[src/rtl/team_06_i2c_target.sv]
// I2C target: 7-bit address match, write bytes out as strobes, optional read path.
// Read path is compiled in only when TEAM_06_I2C_TARGET_READ_EN is defined.
`timescale 1ns/1ps

// state      | meaning
// S_IDLE     | bus idle or after STOP, SDA released
// S_ADDR     | shifting address + R/W bit
// S_ADDR_ACK | address matched, ACK driven for one SCL low/high period
// S_RX       | shifting a write data byte
// S_RX_ACK   | ACK driven after a received byte
// S_TX       | presenting a read byte MSB-first
// S_TX_ACK   | sampling controller ACK/NACK
// S_IGNORE   | not addressed or NACKed, wait for START/STOP
module team_06_i2c_target #(
   parameter logic [6:0] ADDR = 7'h27
) (
   input  logic       clk,
   input  logic       rst,
   input  logic       scl_i,
   input  logic       sda_i,
   input  logic [7:0] tx_data,
   output logic       sda_o,
   output logic       oeb,
   output logic [7:0] rx_data,
   output logic       rx_valid,
   output logic       rx_first,
   output logic       tx_req,
   output logic       busy
);

   typedef enum logic [2:0] {
      S_IDLE, S_ADDR, S_ADDR_ACK, S_RX, S_RX_ACK, S_TX, S_TX_ACK, S_IGNORE
   } t_state;

`ifdef TEAM_06_I2C_TARGET_READ_EN
   localparam logic READ_EN = 1'b1;
`else
   localparam logic READ_EN = 1'b0;
`endif

   t_state     r_state;
   logic       r_scl_s1, r_scl_s2, r_scl_d;
   logic       r_sda_s1, r_sda_s2, r_sda_d;
   logic       r_scl_rise, r_scl_fall, r_start, r_stop, r_sda_bit;
   logic [3:0] r_cnt;
   logic [7:0] r_shift;
   logic [7:0] r_rx_data;
   logic       r_oeb, r_rx_valid, r_rx_first, r_tx_req, r_busy, r_rw;

   logic       w_sda_same;
   logic       w_scl_rise, w_scl_fall, w_start, w_stop;
   logic [7:0] w_byte;

   // SCL edges only count while SDA is stable, so a simultaneous change is no event
   assign w_sda_same = (r_sda_s2 == r_sda_d);
   assign w_scl_rise = r_scl_s2 & ~r_scl_d & w_sda_same;
   assign w_scl_fall = ~r_scl_s2 & r_scl_d & w_sda_same;
   assign w_start    = r_scl_s2 & r_scl_d & ~r_sda_s2 & r_sda_d;
   assign w_stop     = r_scl_s2 & r_scl_d & r_sda_s2 & ~r_sda_d;
   assign w_byte     = {r_shift[6:0], r_sda_bit};

   always_ff @(posedge clk) begin
      if (!rst) begin
         {r_scl_s1, r_scl_s2, r_scl_d} <= 3'b111;
         {r_sda_s1, r_sda_s2, r_sda_d} <= 3'b111;
         {r_scl_rise, r_scl_fall, r_start, r_stop} <= 4'b0000;
         r_sda_bit <= 1'b1;
      end else begin
         {r_scl_s1, r_scl_s2, r_scl_d} <= {scl_i, r_scl_s1, r_scl_s2};
         {r_sda_s1, r_sda_s2, r_sda_d} <= {sda_i, r_sda_s1, r_sda_s2};
         r_scl_rise <= w_scl_rise;
         r_scl_fall <= w_scl_fall;
         r_start    <= w_start;
         r_stop     <= w_stop;
         r_sda_bit  <= r_sda_s2;
      end
   end

   always_ff @(posedge clk) begin
      if (!rst) begin
         r_state    <= S_IDLE;
         r_cnt      <= 4'd0;
         r_shift    <= 8'h00;
         r_rx_data  <= 8'h00;
         r_oeb      <= 1'b1;
         r_rx_valid <= 1'b0;
         r_rx_first <= 1'b0;
         r_tx_req   <= 1'b0;
         r_busy     <= 1'b0;
         r_rw       <= 1'b0;
      end else begin
         r_rx_valid <= 1'b0;
         r_tx_req   <= 1'b0;
         if (r_rx_valid) r_rx_first <= 1'b0;
`ifdef TEAM_06_I2C_TARGET_READ_EN
         if (r_tx_req) r_shift <= tx_data;
`endif
         if (r_start) begin
            r_state <= S_ADDR;
            r_cnt   <= 4'd0;
            r_oeb   <= 1'b1;
            r_busy  <= 1'b0;
         end else if (r_stop) begin
            r_state <= S_IDLE;
            r_oeb   <= 1'b1;
            r_busy  <= 1'b0;
         end else begin
            case (r_state)
               S_ADDR: if (r_scl_rise) begin
                  r_shift <= w_byte;
                  r_cnt   <= r_cnt + 4'd1;
                  if (r_cnt == 4'd7) begin
                     if (w_byte[7:1] == ADDR && (READ_EN || !w_byte[0])) begin
                        r_state    <= S_ADDR_ACK;
                        r_busy     <= 1'b1;
                        r_rx_first <= 1'b1;
                        r_rw       <= w_byte[0];
                        r_tx_req   <= w_byte[0];
                     end else begin
                        r_state <= S_IGNORE;
                     end
                  end
               end
               // first falling edge starts the ACK, the second ends it
               S_ADDR_ACK: if (r_scl_fall) begin
                  if (r_oeb) begin
                     r_oeb <= 1'b0;
                  end else if (r_rw) begin
                     r_oeb   <= r_shift[7];
                     r_shift <= {r_shift[6:0], 1'b0};
                     r_cnt   <= 4'd1;
                     r_state <= S_TX;
                  end else begin
                     r_oeb   <= 1'b1;
                     r_cnt   <= 4'd0;
                     r_state <= S_RX;
                  end
               end
               S_RX: if (r_scl_rise) begin
                  r_shift <= w_byte;
                  r_cnt   <= r_cnt + 4'd1;
                  if (r_cnt == 4'd7) begin
                     r_rx_data  <= w_byte;
                     r_rx_valid <= 1'b1;
                     r_state    <= S_RX_ACK;
                  end
               end
               S_RX_ACK: if (r_scl_fall) begin
                  if (r_oeb) begin
                     r_oeb <= 1'b0;
                  end else begin
                     r_oeb   <= 1'b1;
                     r_cnt   <= 4'd0;
                     r_state <= S_RX;
                  end
               end
               S_TX: if (r_scl_fall) begin
                  if (r_cnt == 4'd8) begin
                     r_oeb   <= 1'b1;
                     r_state <= S_TX_ACK;
                  end else begin
                     r_oeb   <= r_shift[7];
                     r_shift <= {r_shift[6:0], 1'b0};
                     r_cnt   <= r_cnt + 4'd1;
                  end
               end
               S_TX_ACK: if (r_scl_rise) begin
                  if (!r_sda_bit) begin
                     r_tx_req <= 1'b1;
                     r_cnt    <= 4'd0;
                     r_state  <= S_TX;
                  end else begin
                     r_state <= S_IGNORE;
                  end
               end
               default: ;
            endcase
         end
      end
   end

   assign sda_o    = 1'b0;
   assign oeb      = r_oeb;
   assign rx_data  = r_rx_data;
   assign rx_valid = r_rx_valid;
   assign rx_first = r_rx_first;
   assign busy     = r_busy;
`ifdef TEAM_06_I2C_TARGET_READ_EN
   assign tx_req   = r_tx_req;
`else
   assign tx_req   = 1'b0;
   logic w_unused_tx;
   assign w_unused_tx = ^{tx_data, r_tx_req};
`endif

endmodule

[config.mk]
export PLATFORM = sky130hd
export DESIGN_NAME = team_06_i2c_target
export DESIGN_NICKNAME = d
export VERILOG_FILES = /design/src/rtl/team_06_i2c_target.sv
export SDC_FILE = /design/constraint.sdc
export NUM_CORES = 1
export LEC_CHECK = 0
export CORE_ASPECT_RATIO = 0.5
export CORE_MARGIN = 10
export CORE_UTILIZATION = 55
export DETAILED_ROUTE_END_ITERATION = 10
export PLACE_DENSITY = 0.84
export SKIP_LAST_GASP = 1
export SLEW_MARGIN = 20
export SYNTH_ARGS = -nofsm -noshare
export SYNTH_HDL_FRONTEND = slang
export SYNTH_SLANG_ARGS = --single-unit
[constraint.sdc]
create_clock -name clk -period 3.8 [get_ports clk]
set_input_delay 0.76 -clock clk [delete_from_list [all_inputs] [get_ports clk]]
set_output_delay 0.76 -clock clk [all_outputs]
set_load 0.05 [all_outputs]
Word-level counts from Yosys, hierarchy flattened
Cells that the tools add are included.
{"block": "classes", "n_bitwise": 18, "n_mux": 51, "shifts": 0, "add_sub_neg": 1, "magnitude_cmp": 0, "n_eq_ne": 36, "div_mod_pow": 0, "multipliers": 0, "reduce_logical": 19}
{"cell": "2-to-1 mux 8 bit", "count": 6}
{"cell": "inequality test 4 bit, second input constant", "count": 11}
{"cell": "2-to-1 mux 3 bit", "count": 13}
{"cell": "2-to-1 mux 4 bit", "count": 9}
{"cell": "inequality test 2 bit, second input constant", "count": 14}
{"cell": "one-hot mux 8 bit (3 select lines)", "count": 1}
{"cell": "AND reduction 12 bit", "count": 2}
{"cell": "one-hot mux 4 bit (5 select lines)", "count": 1}
{"cell": "2-to-1 mux 1 bit", "count": 18}
{"cell": "one-hot mux 3 bit (6 select lines)", "count": 1}
{"cell": "AND reduction 11 bit", "count": 1}
{"cell": "AND 1 bit", "count": 9}
{"cell": "== test 3 bit, second input constant", "count": 3}
{"cell": "inverter 1 bit", "count": 9}
{"cell": "AND reduction 9 bit", "count": 1}
{"cell": "AND reduction 4 bit", "count": 2}
{"cell": "nonzero test 8 bit", "count": 1}
{"cell": "== test 7 x 6 -> 1 bit, second input constant", "count": 1}
{"cell": "== test 3 x 2 -> 1 bit, second input constant", "count": 2}
{"cell": "AND reduction 6 bit", "count": 1}
{"cell": "nonzero test 3 bit", "count": 2}
{"cell": "nonzero test 6 bit", "count": 1}
{"cell": "AND reduction 5 bit", "count": 1}
{"cell": "nonzero test 5 bit", "count": 1}
{"cell": "13 further kinds", "count": 14}
{"block": "word_totals", "latchBits": 0, "mem_count": 0, "rom_bits": 0, "output_inout_bits": 14, "regBits": 38, "elab_cells": 145, "inputBits": 12, "ramBits": 0}

Longest topological paths before layout
Gate-level depths: netlist (run 1).
{"block": "depth", "ltp_word": 8, "depth_mapped": 7}

Worst setup path after synthesis (run 1)
No wires, ideal clock.
{"block": "synth_path", "path_type": "reg-to-reg", "from": "register r_oeb (netlist: oeb)", "to": "register r_cnt[3]", "period_less_slack_ns": 1.763, "arrival_time_ns": 1.693, "setup_slack_ns": 2.037, "path_stages_with_launch": 6, "n_path_buf": 0, "required_time_ns": 3.730, "path_cell_list": "dfxtp_1 -> or2b_1 -> o32ai_2 -> o211ai_2 -> or4_1 -> a21oi_1"}
{"block": "synth_via", "elab_chain_cells": 2, "word_cells_on_any_way": 3}
{"element": "start, declared", "line_no": "48", "source": "logic r_oeb, r_rx_valid, r_rx_first, r_tx_req, r_busy, r_rw;"}
{"element": "start signal, assigned", "line_no": "129", "source": "r_oeb <= r_shift[7];"}
{"element": "start signal, assigned", "line_no": "162", "source": "r_oeb <= r_shift[7];"}
{"element": "inequality test 2 bit (no line)"}
{"element": "AND reduction 11 bit (no line) (*)"}
{"element": "end signal, assigned", "line_no": "111", "source": "r_cnt <= r_cnt + 4'd1;"}
{"element": "end signal, assigned", "line_no": "141", "source": "r_cnt <= r_cnt + 4'd1;"}
{"element": "end signal, assigned", "line_no": "164", "source": "r_cnt <= r_cnt + 4'd1;"}
{"element": "end, declared", "line_no": "45", "source": "logic [3:0] r_cnt;"}
Every way passes the cells marked *; elsewhere a longest branch is shown, timed or not.
A chain may end at the register's enable or synchronous reset.

Final worst setup path (run 1)
{"block": "layout_path", "from": "register r_oeb (netlist: oeb)", "to": "output port oeb"}
{"element": "end, declared", "line_no": "23", "source": "output logic oeb,"}
No word-level cell between the ends.

==> metrics.txt, run 1 <==
Die Y=60.2 um; CTS root buffer=clkbuf_8; cell family contributing the most delay on the critical path=buffers and inverters; TritonCTS buffer count=5; post-DR wirelength/cell=14.6 um; CP required=just over 3000 ps; DR DRC count=0; Setup Skew=5.14 ps; TritonCTS clock tree=done; syn_area_per_cell=approximately 8.8 um2; Peak VDD IR=0.289 mV; DP Wirelength=~2500 um; clock sinks=38; Yosys top cell area share=0.429; Post-synth EDFFs=0; Syn Inst Count=~200; commonest register cell after synthesis=dfxtp_1; Synth cell types=about 50; Slew headroom=0.606; Critical R2R Launch=r_state[2]; Arr. time, crit path=1530 ps; Pins Over Slew Limit=0; Synthesis Warnings=0; I/O pin count=26; GP Congestion=0.861; Hold Path Stages=1; crit share post-route=0.602; Power, Total=726 uW; CTS Buffer Depth=2; outcome=complete, no violations; fillcell total=236; P_leak=0.000708 uW; sequential-to-total area share from yosys stat=0.429; reg2reg setup slack=1660 ps; Net Sw Power=168 uW; DIE AREA=6040 um2; Yosys top cell by area=dfxtp_1; aggregate global-route resource usage=0.127; worst min-delay path category=flop to flop; Routed WL=3700 um; Slew @ Worst Pin=between 500 and 600 ps; Int Pwr=558 uW; GR Overflow Total=0; final setup violation count=0; diode count=0; Worst Hold Launch=r_scl_s1; first-pass GRT wire length=6190 um; TritonRoute pass-1 iters=4; row cnt=14; vias=1,473; FF-to-FF path depth=5; Reg clk slew, reported paths=approximately 80 ps; CP startpoint kind=flop; CP cell instances=clkdlybuf4s50_1; Area Overhead vs Synth=13.1%; Util after Layout=0.658; min Tclk post-route=about 2300 ps; unrepaired setup endpoints after global routing=false; reg2reg end=r_cnt[3]; antenna violations before repair=0; Core Area=3050 um2; Worst-Skew Late Latency=~290 ps; post-CTS setup buffers=0; Routed Antenna Nets=0; Seq pwr share=0.560; PwrDens=362 nW/um2; largest net degree at the start of global routing=33; switching share of power=0.231; CTS Hold Bufs=0; initial DRC count=~180; I/O Buffers=15; vias per cell=roughly 5.8; mapped cell area=1770 um2; asr flop ratio synth=0; Setup Total Neg Slack=0 ps; Worst Setup SP=oeb; Setup CP Type=flop to output port; Max Clk Rate=437 MHz; CP endpoint kind=output port; Synth Register Bits=38; H-tree lvl count=2; number of max-cap violations=0; crit path buf inv count=1; top cells by area, synth=dfxtp_1 (43%), nand2_1 (7.0%), mux2i_1 (4.5%); Die X-Extent=100 um; vias in the first global route=1,347; Crit-path slowest cell=clkdlybuf4s50_1; nets@finish=227; Clock power frac=0.402; cts repair resizes=0; Initial Util=0.582; layout cells sized above 1=0.0701; Comb pwr share=0.038; CP Max Fanout=5; Hold EP=r_scl_s2; final hold vios=0; CP peak stage delay=830 ps
-- Yosys cell counts (4+ instances only) --
| cell type | number |
|---|---|
| inv_1 | 8 |
| a21oi_1 | 5 |
| nand2b_1 | 10 |
| nand4b_1 | 4 |
| nor2_1 | 8 |
| nor3_1 | 5 |
| nand2_1 | 33 |
| a21boi_0 | 9 |
| nand3_1 | 5 |
| nor3b_1 | 4 |
| mux2i_1 | 8 |
| dfxtp_1 | 38 |
| o21ai_0 | 6 |
| buf_2 | 5 |
-- metrics by stage --
| stage | cell area [um2] | std cells | hold WS, ps | setup WS (ps) |
|---|---|---|---|---|
| 4_1_cts | 2010 | 254 | 414 | 1510 |
| 2_1_floorplan | 1780 | 203 | 386 | 2040 |
| 3_3_place_gp | 1910 | 246 | 388 | 1540 |
| 3_5_place_dp | 1910 | 246 | 397 | 1480 |
| 5_1_grt | 2010 | 254 | 430 | 1460 |
| 6_report | 2010 | 254 | 411 | 1510 |
-- per-layer routing --
| layer | global-route usage | wire length (um) | up-vias |
|---|---|---|---|
| met5 | 0 | 0 | - |
| met4 | 0.0560 | 61 | 0 |
| met3 | 0.0449 | 263 | 7 |
| met2 | 0.201 | 1680 | 42 |
| met1 | 0.152 | 1700 | 691 |
| li1 | - | - | 733 |
-- flip-flops by register name, indices dropped and copies added (netlist names), 3 cells and up --
signal and flops:
r_cnt 4, r_shift 8, r_state 3, rx_data 8
-- cell usage in the layout (no fill, tap or decap), types with 6 or more instances in the layout --
master,instances
clkbuf_8,6
mux2i_1,8
inv_1,8
nand2b_1,10
a21boi_0,9
nand2_1,33
o21ai_0,6
nor2_1,8
clkdlybuf4s50_1,15
dfxtp_1,38
-- cell type report --
cell class                      instances  area (um2)  area share
Timing Repair Buffer                   16         158      0.0786
Clock buffer                            6        82.6      0.0411
Clock inverter                          2        12.5     0.00623
Inverter                                8        30.0      0.0150
Multi-Input combinational cell        144         913       0.455
Sequential cell                        38         761       0.379
Tap cell                               40        50.0      0.0249
-- how the worst max path moves through the flow --
stage	depth (start not counted)	end	slack [ps]
after floorplan	5	r_cnt[3]	2040
after detailed placement	5	oeb	1480
after global routing	1	oeb	1460
final	1	oeb	1510
after global placement	4	r_state[2]	1540
after CTS	1	oeb	1510
-- cells by family (layout without fill, tap and decap cells) --
family,Yosys count,after routing,share of synthesized area
other,1,2,0.00211
buffers and inverters,21,32,0.0585
flip-flops,38,38,0.429
XOR/XNOR,1,1,0.00494
multiplexers,8,8,0.0451
AO/OA/AOI/OAI,41,41,0.173
AND/OR/NAND/NOR,90,90,0.274
adder cells (fa/ha/maj),2,2,0.0141
-- power groups by stage --
stage,Combinational [uW],Sequential [uW],Clock [uW]
after floorplan,25.6,413,0
after global placement,26.7,416,0
after detailed placement,27.4,416,0
after CTS,27.6,407,295
after global routing,30.5,407,313
final,27.7,407,291
(Power assumes the default switching activity.)
==> run 2, diff against run 1 <==
--- a/config.mk
+++ b/config.mk
@@ -7,9 +7,9 @@
 export LEC_CHECK = 0
 export CORE_ASPECT_RATIO = 0.5
 export CORE_MARGIN = 10
-export CORE_UTILIZATION = 55
+export CORE_UTILIZATION = 48
 export DETAILED_ROUTE_END_ITERATION = 10
-export PLACE_DENSITY = 0.84
+export PLACE_DENSITY = 0.78
 export SKIP_LAST_GASP = 1
 export SLEW_MARGIN = 20
 export SYNTH_ARGS = -nofsm -noshare
==> constraint.sdc (replaced) <==
create_clock -name clk -period 2.1 [get_ports clk]
set_input_delay 0.42 -clock clk [delete_from_list [all_inputs] [get_ports clk]]
set_output_delay 0.42 -clock clk [all_outputs]
set_load 0.05 [all_outputs]
==> metrics.txt, run 2 (synthesis results as in run 1) <==
outcome=complete, no violations; Initial Util=0.508; cts repair resizes=0; vias in the first global route=~1,400; CP peak stage delay=around 840 ps; crit share post-route=0.936; CTS Hold Bufs=0; cell family contributing the most delay on the critical path=buffers and inverters; met3 usage=0.0319; hold slack=411 ps; CTS Buffer Depth=2; H-tree lvl count=2; CP endpoint kind=output port; Arr. time, crit path=1550 ps; Setup Total Neg Slack=0 ps; GR Util met1=0.144; vias=1,485; switching share of power=0.234; I/O Buffers=15; Util after Layout=0.592; TritonCTS buffer count=5; fillcell total=about 290; CP Max Fanout=5; Core Area=3490 um2; final setup violation count=0; placed cell areas=between 1500 and 2000 um2; Clock power frac=0.403; I/O pin count=26; largest net degree at the start of global routing=32; GP Congestion=approximately 0.9; GR Overflow Total=0; nets@finish=233; crit path buf inv count=1; Reg clk slew, reported paths=80 ps; TritonCTS clock tree=done; PwrDens=639 nW/um2; worst min-delay path category=flop to flop; Routed WL=3900 um; Seq pwr share=0.555; initial DRC count=161; Die X-Extent=106 um; P_leak=0.000736 uW; post-DR wirelength/cell=14.4 um; Setup Skew=6.25 ps; Setup CP Type=flop to output port; number of max-cap violations=0; Peak VDD IR=0.438 mV; post-CTS setup buffers=0; Die Y=around 63 um; commonest non-fill, non-tap cell in the layout=dfxtp_1; vias per cell=5.48; clock sinks=38; Comb pwr share=0.041; Routed Antenna Nets=0; layout cells sized above 1=0.105; Pins Over Slew Limit=0; most frequent cells in the layout=dfxtp_1 (37), nand2_1 (33), clkdlybuf4s50_1 (15); M2 GR Usage=0.183; DR DRC count=0; Area Overhead vs Synth=16.6%; diode count=0; Slew headroom=0.639; Worst-Skew Late Latency=300 ps; unrepaired setup endpoints after global routing=false; first-pass GRT wire length=approximately 6600 um; CP required=1680 ps; antenna violations before repair=0; Net Sw Power=a little over 300 uW; final hold vios=0; DP Wirelength=2680 um; CP startpoint kind=flop; Slew @ Worst Pin=between 500 and 600 ps; gr busiest metal=met2; DIE AREA=6680 um2; Max Clk Rate=~510 MHz; TritonRoute pass-1 iters=5; row cnt=15; min Tclk post-route=1970 ps; aggregate global-route resource usage=0.117; Crit-path slowest cell=clkdlybuf4s50_1; CTS root buffer=clkbuf_8; CP cell instances=clkdlybuf4s50_1; design area=2070 um2; Int Pwr=1010 uW
run 2: worst paths after layout:
kind,cells after the start,to,start,slack [ps]
worst max-delay path,1,oeb,oeb,130
worst min-delay path,1,r_sda_s2,r_sda_s1,410
worst max register to register,5,r_cnt[3],r_state[2],170
worst min register to register,1,r_sda_s2,r_sda_s1,410
run 2: power groups by stage:
stage,clock [uW],combinational (uW),sequential [uW]
6_report,533,54.5,734
5_1_grt,572,59.6,735
4_1_cts,537,54.3,733
3_5_place_dp,0,53.8,751
3_3_place_gp,0,53.1,750
2_1_floorplan,0,46.4,747
run 2: stage by stage:
| stage | setup WS (ps) | instances | total power [uW] |
|---|---|---|---|
| 4_1_cts | 124 | 271 | 1330 |
| 2_1_floorplan | 337 | 203 | 793 |
| 6_report | 135 | 271 | 1320 |
| 5_1_grt | 5.90 | 271 | 1370 |
| 3_3_place_gp | 247 | 263 | 803 |
| 3_5_place_dp | 209 | 263 | 804 |
run 2: area by class of cell:
type	instances	area, um2	share of cell area
multi-input combinational	144	915	0.442
sequential	38	762	0.368
timing repair buffer	22	203	0.0980
clock buffer	6	82.6	0.0399
tap	51	63.8	0.0309
inverter	8	30.0	0.0145
clock inverter	2	12.5	0.00605
run 2: routing by layer:
metal  wire [um]  vias to the layer above  share of wire
met1        1830                      688           0.47
met3         284                       10          0.073
met5           0                        -              0
met2        1720                       46           0.44
li1            -                      741              -
met4          65                        0          0.017
